`src/rtl/bc_pkg.sv`:
```
// Shared types and board constants for the BullsCows input path.
package bc_pkg;

  typedef enum logic [1:0] {IDLE, PRESS_CHK, HELD, REL_CHK} btn_state_t;

  localparam int CLK_HZ = 100_000_000;
  localparam int DEB_MS = 10;

endpackage

```
`src/rtl/debounce_btn.sv`:
```
// Single push-button conditioner: 2-flop synchroniser, press/release
// debounce FSM, one-cycle press pulse and level output.
// Optional macro ENTRADA_LONGPRESS_EN adds a one-cycle long-press pulse.
import bc_pkg::*;

module debounce_btn #(
  parameter int DEB_CYCLES = 1_000_000,
  parameter int CNT_W      = $clog2(DEB_CYCLES)
) (
  input  logic clock,
  input  logic reset,
  input  logic btn_raw,
  output logic btn_pulse,
  output logic btn_level,
  output logic btn_long
);

  localparam logic [CNT_W-1:0] CNT_MAX = CNT_W'(DEB_CYCLES - 1);

  logic             btn_s1, btn_s;
  btn_state_t       state, state_nxt;
  logic [CNT_W-1:0] btn_cnt, cnt_nxt;
  logic             pulse_nxt;

  // Two-flop synchroniser; nothing downstream looks at btn_raw.
  always_ff @(posedge clock) begin
    if (!reset) begin
      btn_s1 <= 1'b0;
      btn_s  <= 1'b0;
    end else begin
      btn_s1 <= btn_raw;
      btn_s  <= btn_s1;
    end
  end

  // State, debounce counter and registered pulse.
  always_ff @(posedge clock) begin
    if (!reset) begin
      state     <= IDLE;
      btn_cnt   <= '0;
      btn_pulse <= 1'b0;
    end else begin
      state     <= state_nxt;
      btn_cnt   <= cnt_nxt;
      btn_pulse <= pulse_nxt;
    end
  end

  // Next state: a level must hold DEB_CYCLES cycles in the check states.
  always_comb begin
    state_nxt = state;
    cnt_nxt   = btn_cnt;
    pulse_nxt = 1'b0;
    case (state)
      IDLE:
        if (btn_s) begin
          state_nxt = PRESS_CHK;
          cnt_nxt   = '0;
        end
      PRESS_CHK:
        if (!btn_s)                  state_nxt = IDLE;
        else if (btn_cnt == CNT_MAX) begin
          state_nxt = HELD;
          pulse_nxt = 1'b1;
        end else                     cnt_nxt = btn_cnt + 1'b1;
      HELD:
        if (!btn_s) begin
          state_nxt = REL_CHK;
          cnt_nxt   = '0;
        end
      REL_CHK:
        if (btn_s)                   state_nxt = HELD;
        else if (btn_cnt == CNT_MAX) state_nxt = IDLE;
        else                         cnt_nxt = btn_cnt + 1'b1;
      default: state_nxt = IDLE;
    endcase
  end

  assign btn_level = (state == HELD) || (state == REL_CHK);

`ifdef ENTRADA_LONGPRESS_EN
  localparam int             LP_MAX = 200 * DEB_CYCLES;
  localparam int             LP_W   = $clog2(LP_MAX + 1);
  localparam logic [LP_W-1:0] LP_TOP = LP_W'(LP_MAX);

  logic [LP_W-1:0] lp_cnt;

  // Hold-time counter; saturates so the long pulse fires only once per hold.
  always_ff @(posedge clock) begin
    if (!reset) begin
      lp_cnt   <= '0;
      btn_long <= 1'b0;
    end else begin
      btn_long <= 1'b0;
      if (!btn_level) begin
        lp_cnt <= '0;
      end else if (lp_cnt != LP_TOP) begin
        lp_cnt   <= lp_cnt + 1'b1;
        btn_long <= (lp_cnt == LP_TOP - 1'b1);
      end
    end
  end
`else
  assign btn_long = 1'b0;
`endif

endmodule

```
`src/rtl/entrada_condicionador.sv`:
```
// Input conditioner between board pins and the BullsCows game block:
// synchronised, debounced switch word plus confirm-button pulse/level.
// Optional macro ENTRADA_LONGPRESS_EN enables the ssl_long output.
import bc_pkg::*;

module entrada_condicionador #(
  parameter int SW_WIDTH   = 16,
  parameter int DEB_CYCLES = CLK_HZ / 1000 * DEB_MS,
  parameter int CNT_W      = $clog2(DEB_CYCLES)
) (
  input  logic                clock,
  input  logic                reset,
  input  logic [SW_WIDTH-1:0] sw_raw,
  input  logic                ssl_raw,
  output logic [SW_WIDTH-1:0] sw_clean,
  output logic                ssl_pulse,
  output logic                ssl_level,
  output logic                ssl_long
);

  localparam logic [CNT_W-1:0] CNT_MAX = CNT_W'(DEB_CYCLES - 1);

  logic [SW_WIDTH-1:0] sw_s1, sw_s, sw_cand;
  logic [CNT_W-1:0]    sw_cnt;

  // Two-flop synchroniser for the whole switch word.
  always_ff @(posedge clock) begin
    if (!reset) begin
      sw_s1 <= '0;
      sw_s  <= '0;
    end else begin
      sw_s1 <= sw_raw;
      sw_s  <= sw_s1;
    end
  end

  // Word-wide debounce: any bit change restarts the window, so sw_clean
  // only ever moves to a complete, stable word.
  always_ff @(posedge clock) begin
    if (!reset) begin
      sw_cand  <= '0;
      sw_cnt   <= '0;
      sw_clean <= '0;
    end else if (sw_s != sw_cand) begin
      sw_cand <= sw_s;
      sw_cnt  <= '0;
    end else if (sw_cnt == CNT_MAX) begin
      sw_clean <= sw_cand;
    end else begin
      sw_cnt <= sw_cnt + 1'b1;
    end
  end

  debounce_btn #(
    .DEB_CYCLES (DEB_CYCLES),
    .CNT_W      (CNT_W)
  ) u_ssl (
    .clock     (clock),
    .reset     (reset),
    .btn_raw   (ssl_raw),
    .btn_pulse (ssl_pulse),
    .btn_level (ssl_level),
    .btn_long  (ssl_long)
  );

endmodule

```
`config.mk`:
```
export PLATFORM = sky130hd
export DESIGN_NAME = entrada_condicionador
export DESIGN_NICKNAME = d
export VERILOG_FILES = /design/src/rtl/bc_pkg.sv /design/src/rtl/debounce_btn.sv /design/src/rtl/entrada_condicionador.sv
export SDC_FILE = /design/constraint.sdc
export NUM_CORES = 1
export LEC_CHECK = 0
export ABC_AREA = 1
export BUFFER_PORTS_ARGS = -buffer_cell sky130_fd_sc_hd__buf_2
export CORE_MARGIN = 8
export CORE_UTILIZATION = 50
export CTS_BUF_LIST = sky130_fd_sc_hd__clkbuf_16
export DETAILED_ROUTE_END_ITERATION = 16
export GPL_TIMING_DRIVEN = 0
export HOLD_SLACK_MARGIN = 0.15
export PLACE_DENSITY_LB_ADDON = 0.12
export SLEW_MARGIN = 5
export SYNTH_ARGS = -nofsm -noshare
export SYNTH_HDL_FRONTEND = slang
export SYNTH_SLANG_ARGS = --single-unit
```
`constraint.sdc`:
```
create_clock -name clock -period 1.8 [get_ports clock]
set_input_delay 0.18 -clock clock [delete_from_list [all_inputs] [get_ports clock]]
set_output_delay 0.18 -clock clock [all_outputs]
set_load 0.02 [all_outputs]
```
==> metrics.md <==
| Metric | Value |
|---|---|
| Most frequent cell after synthesis | nand2_1 |
| Standard-cell rows | 36 |
| R2r worst-path depth | 10 |
| CTS tree | built |
| H-tree Lvls | 3 |
| CTS Buf Count | 9 |
| Clock transition at path regs | about 0.08 ns |
| Syn Nets | approximately 760 |
| Final WL | about 11 mm |
| Prevailing post-synth register cell | dfxtp_1 |
| PD cells | between 800 and 900 nW/µm² |
| Tmin final | 1.68 ns |
| Fmax achieved | 0.595 GHz |
| Vias in the first global route | a little over 4k |
| # nets final | between 800 and 900 |
| Worst Hold Class | input port to register |
| Total Routing Usage GR | 16.7% |
| Outcome | complete, no violations |
| First-pass GRT wire length | 18.1 mm |
| Actual slew at the worst max-slew pin | 0.616 ns |
| Final HPWL DP | 7.42 mm |
| IO Pins | 38 |
| Slew margin rel. | about 59% |
| LEAKAGE | 0.00281 µW |
| Leading area contributor after synthesis | dfxtp_1 |
| Die X | 116 µm |
| Core outline area | 9730 µm² |
| Crit. Startpoint | sw_cnt[0] |
| 1st-iter DRT viols | 296 |
| Critical path launch point type | register |
| Post-DRT Antenna Nets | 0 |
| Clk_skew | 0.0118 ns |
| Max-slew violations | 0 |
| Top cell type's share of synthesized area | around 44% |
| Mapped Cells | 741 |
| Final instance area | 5930 µm² |
| Max IR drop VDD | 466 µV |
| Post-synth top cells | nand2_1 (210), inv_1 (165), dfxtp_1 (109) |
| Worst hold path stage count | 3 |
| Die area | 13500 µm² |
| Initial core utilization | ~51% |
| Worst-skew pair later-pin latency | 0.35 ns |
| FF-to-FF End | sw_clean[12] |
| Synth async-reset ratio | 0% |
| Fraction of layout cells with a size suffix above 1 | 13.9% |
| DRC | 0 |
| Sink Count | 109 |
| CP Capture Type | register |
| Area post-placement | about 5300 µm² |
| Worst R2R Start | sw_cnt[0] |
| Total gr overflow | 0 |
| Die Y | between 100 and 150 µm |
| PortBufs | 35 |
| Multi-input combinational cell area | 2110 µm² |
| Vias | 4341 |
| Netlist cell types | 35 |
| CP max FO | 10 |
| Wire length per cell | 11.1 µm |
| Worst hold slack | 0.229 ns |
| Placer congestion estimate | 0.884 |
| Post-synth EDFFs | 0 |
| Final Hold Vio Count | 0 |
| Largest cells by area after synthesis | dfxtp_1 (44%), nand2_1 (16%), inv_1 (12%) |
| CTS Root Cell | clkbuf_16 |
| Part of the Yosys area used for sequential elements | 43.6% |
| Deepest clock path buffer count | 2 |
| Vias/cell | 4.57 |
| DRT Pass-1 Iters | 4 |
| Setup crit end | sw_clean[12] |
| Reg2Reg Setup Slack | 0.12 ns |
| Syn_area_per_cell | roughly 6.7 µm² |
| Synthesis Warnings | 0 |
| Register area | 2190 µm² |
| Critical path type | register to register |
| # setup viols final | 0 |
| CP arrival | between 1.5 and 2 ns |
| Mapped cell area | 5000 µm² |
| Max-Cap Viols | 0 |
| Fill count | around 940 |
| Req. time, crit path | 2.08 ns |
| Initial antenna violation count | 1 |
| Largest net degree at the start of global routing | 22 |
| Area growth syn-to-layout | 18.5% |
| Final Cycle Share | 93.4% |
| #FFs+latches synth | 109 |
==> power by group <==
group | internal, µW | total, µW | switching, µW
logic | 114 | 296 | 182
registers | 2460 | 2480 | 23.9
clock network | 985 | 1970 | 985
==> critical path: stages (launching register included) <==
cell     delay [ns]
dfxtp_2        0.38
ha_4           0.16
nand3_2        0.12
nor3_4         0.27
nand2_2        0.10
nor2_4         0.12
nand3_4        0.11
buf_12         0.17
nand2_2        0.05
inv_1          0.03
nor2_1         0.11
==> per-stage QoR <==
| step | instances | util [%] | total power [µW] | setup slack (ns) | setup TNS, ns |
|---|---|---|---|---|---|
| global placement | 909 | 54.9 | 2790 | 0.0366 | 0 |
| finish | 949 | 60.9 | 4750 | 0.118 | 0 |
| detailed placement | 909 | 54.9 | 2790 | 0.0183 | 0 |
| CTS | 942 | 59.8 | 4770 | 0.00155 | 0 |
| global route | 949 | 60.9 | 4930 | -0.0139 | -0.0221 |
| floorplan | 741 | - | 2720 | 0.247 | 0 |
==> sequential cells by signal (all words and copies together), names as in the netlist, 16 cells and up, named ones only <==
| register | flops |
|---|---|
| sw_cnt | 20 |
| u_ssl.btn_cnt | 20 |
| sw_cand | 16 |
| sw_clean | 16 |
| sw_s1 | 16 |
| sw_s | 16 |
==> worst min path at each step <==
| stage | from | endpoint | slack [ns] |
|---|---|---|---|
| 5_1_grt | reset | u_ssl.btn_cnt[16] | 0.25 |
| 4_1_cts | reset | u_ssl.btn_cnt[16] | 0.24 |
| 2_1_floorplan | sw_raw[0] | sw_s1[0] | 0.28 |
| 6_report | reset | u_ssl.btn_cnt[16] | 0.23 |
| 3_3_place_gp | sw_raw[4] | sw_s1[4] | 0.36 |
| 3_5_place_dp | sw_raw[8] | sw_s1[8] | 0.36 |
==> timing repair <==
action / CTS / global route
setup buffers: 0 / 5
hold buffers: 17 / 0
gates cloned: 0 / 1
pin swaps: 1 / 5
setup endpoints to repair: 2 / 33
resized for setup: 0 / 16
endpoints found under the hold margin: 17 / 0
==> cells by family after synthesis <==
group / Yosys count / synth area share, %
AOI/OAI and AO/OA: 33 / 3.40
xor gates and xnor gates: 7 / 1.38
adders and majority gates: 2 / 0.500
buffers and inverters: 187 / 14.7
DFF: 109 / 43.6
other: 1 / 0.0750
and+or+nand+nor: 402 / 36.3
==> cell usage in the layout, fill, tap and decap left out, drive strengths merged <==
master       count
or2              4
nor2            97
o21ai           12
nand2          226
or3b             1
a211oi           1
clkinv           5
dlygate4sd3     17
a21oi           19
nand3           31
inv            169
clkinvlp         1
nand3b           2
nand4           25
nor3b            4
ha               2
xor2             4
conb             1
diode            1
buf             55
xnor2            3
o21a             1
nor3            13
dfxtp          109
clkbuf          13
==> layout make-up <==
cell class | count | share of cell area, %
Sequential cell | 109 | 36.9
Multi-Input combinational cell | 446 | 35.7
Inverter | 168 | 10.6
Timing Repair Buffer | 57 | 6.67
Clock buffer | 9 | 3.80
Tap cell | 133 | 2.81
Buffer | 19 | 2.09
Clock inverter | 7 | 1.37
Antenna cell | 1 | 0.0422
==> routing by layer <==
layer	global-route usage, %	part of all wire, %	up-vias
met5	0	0	-
met4	6.66	2.0	0
met3	3.39	3.9	18
met2	28.4	46	61
met1	20.1	48	1933
li1	-	-	2329
No activity file was read; power rests on OpenSTA's default activity.
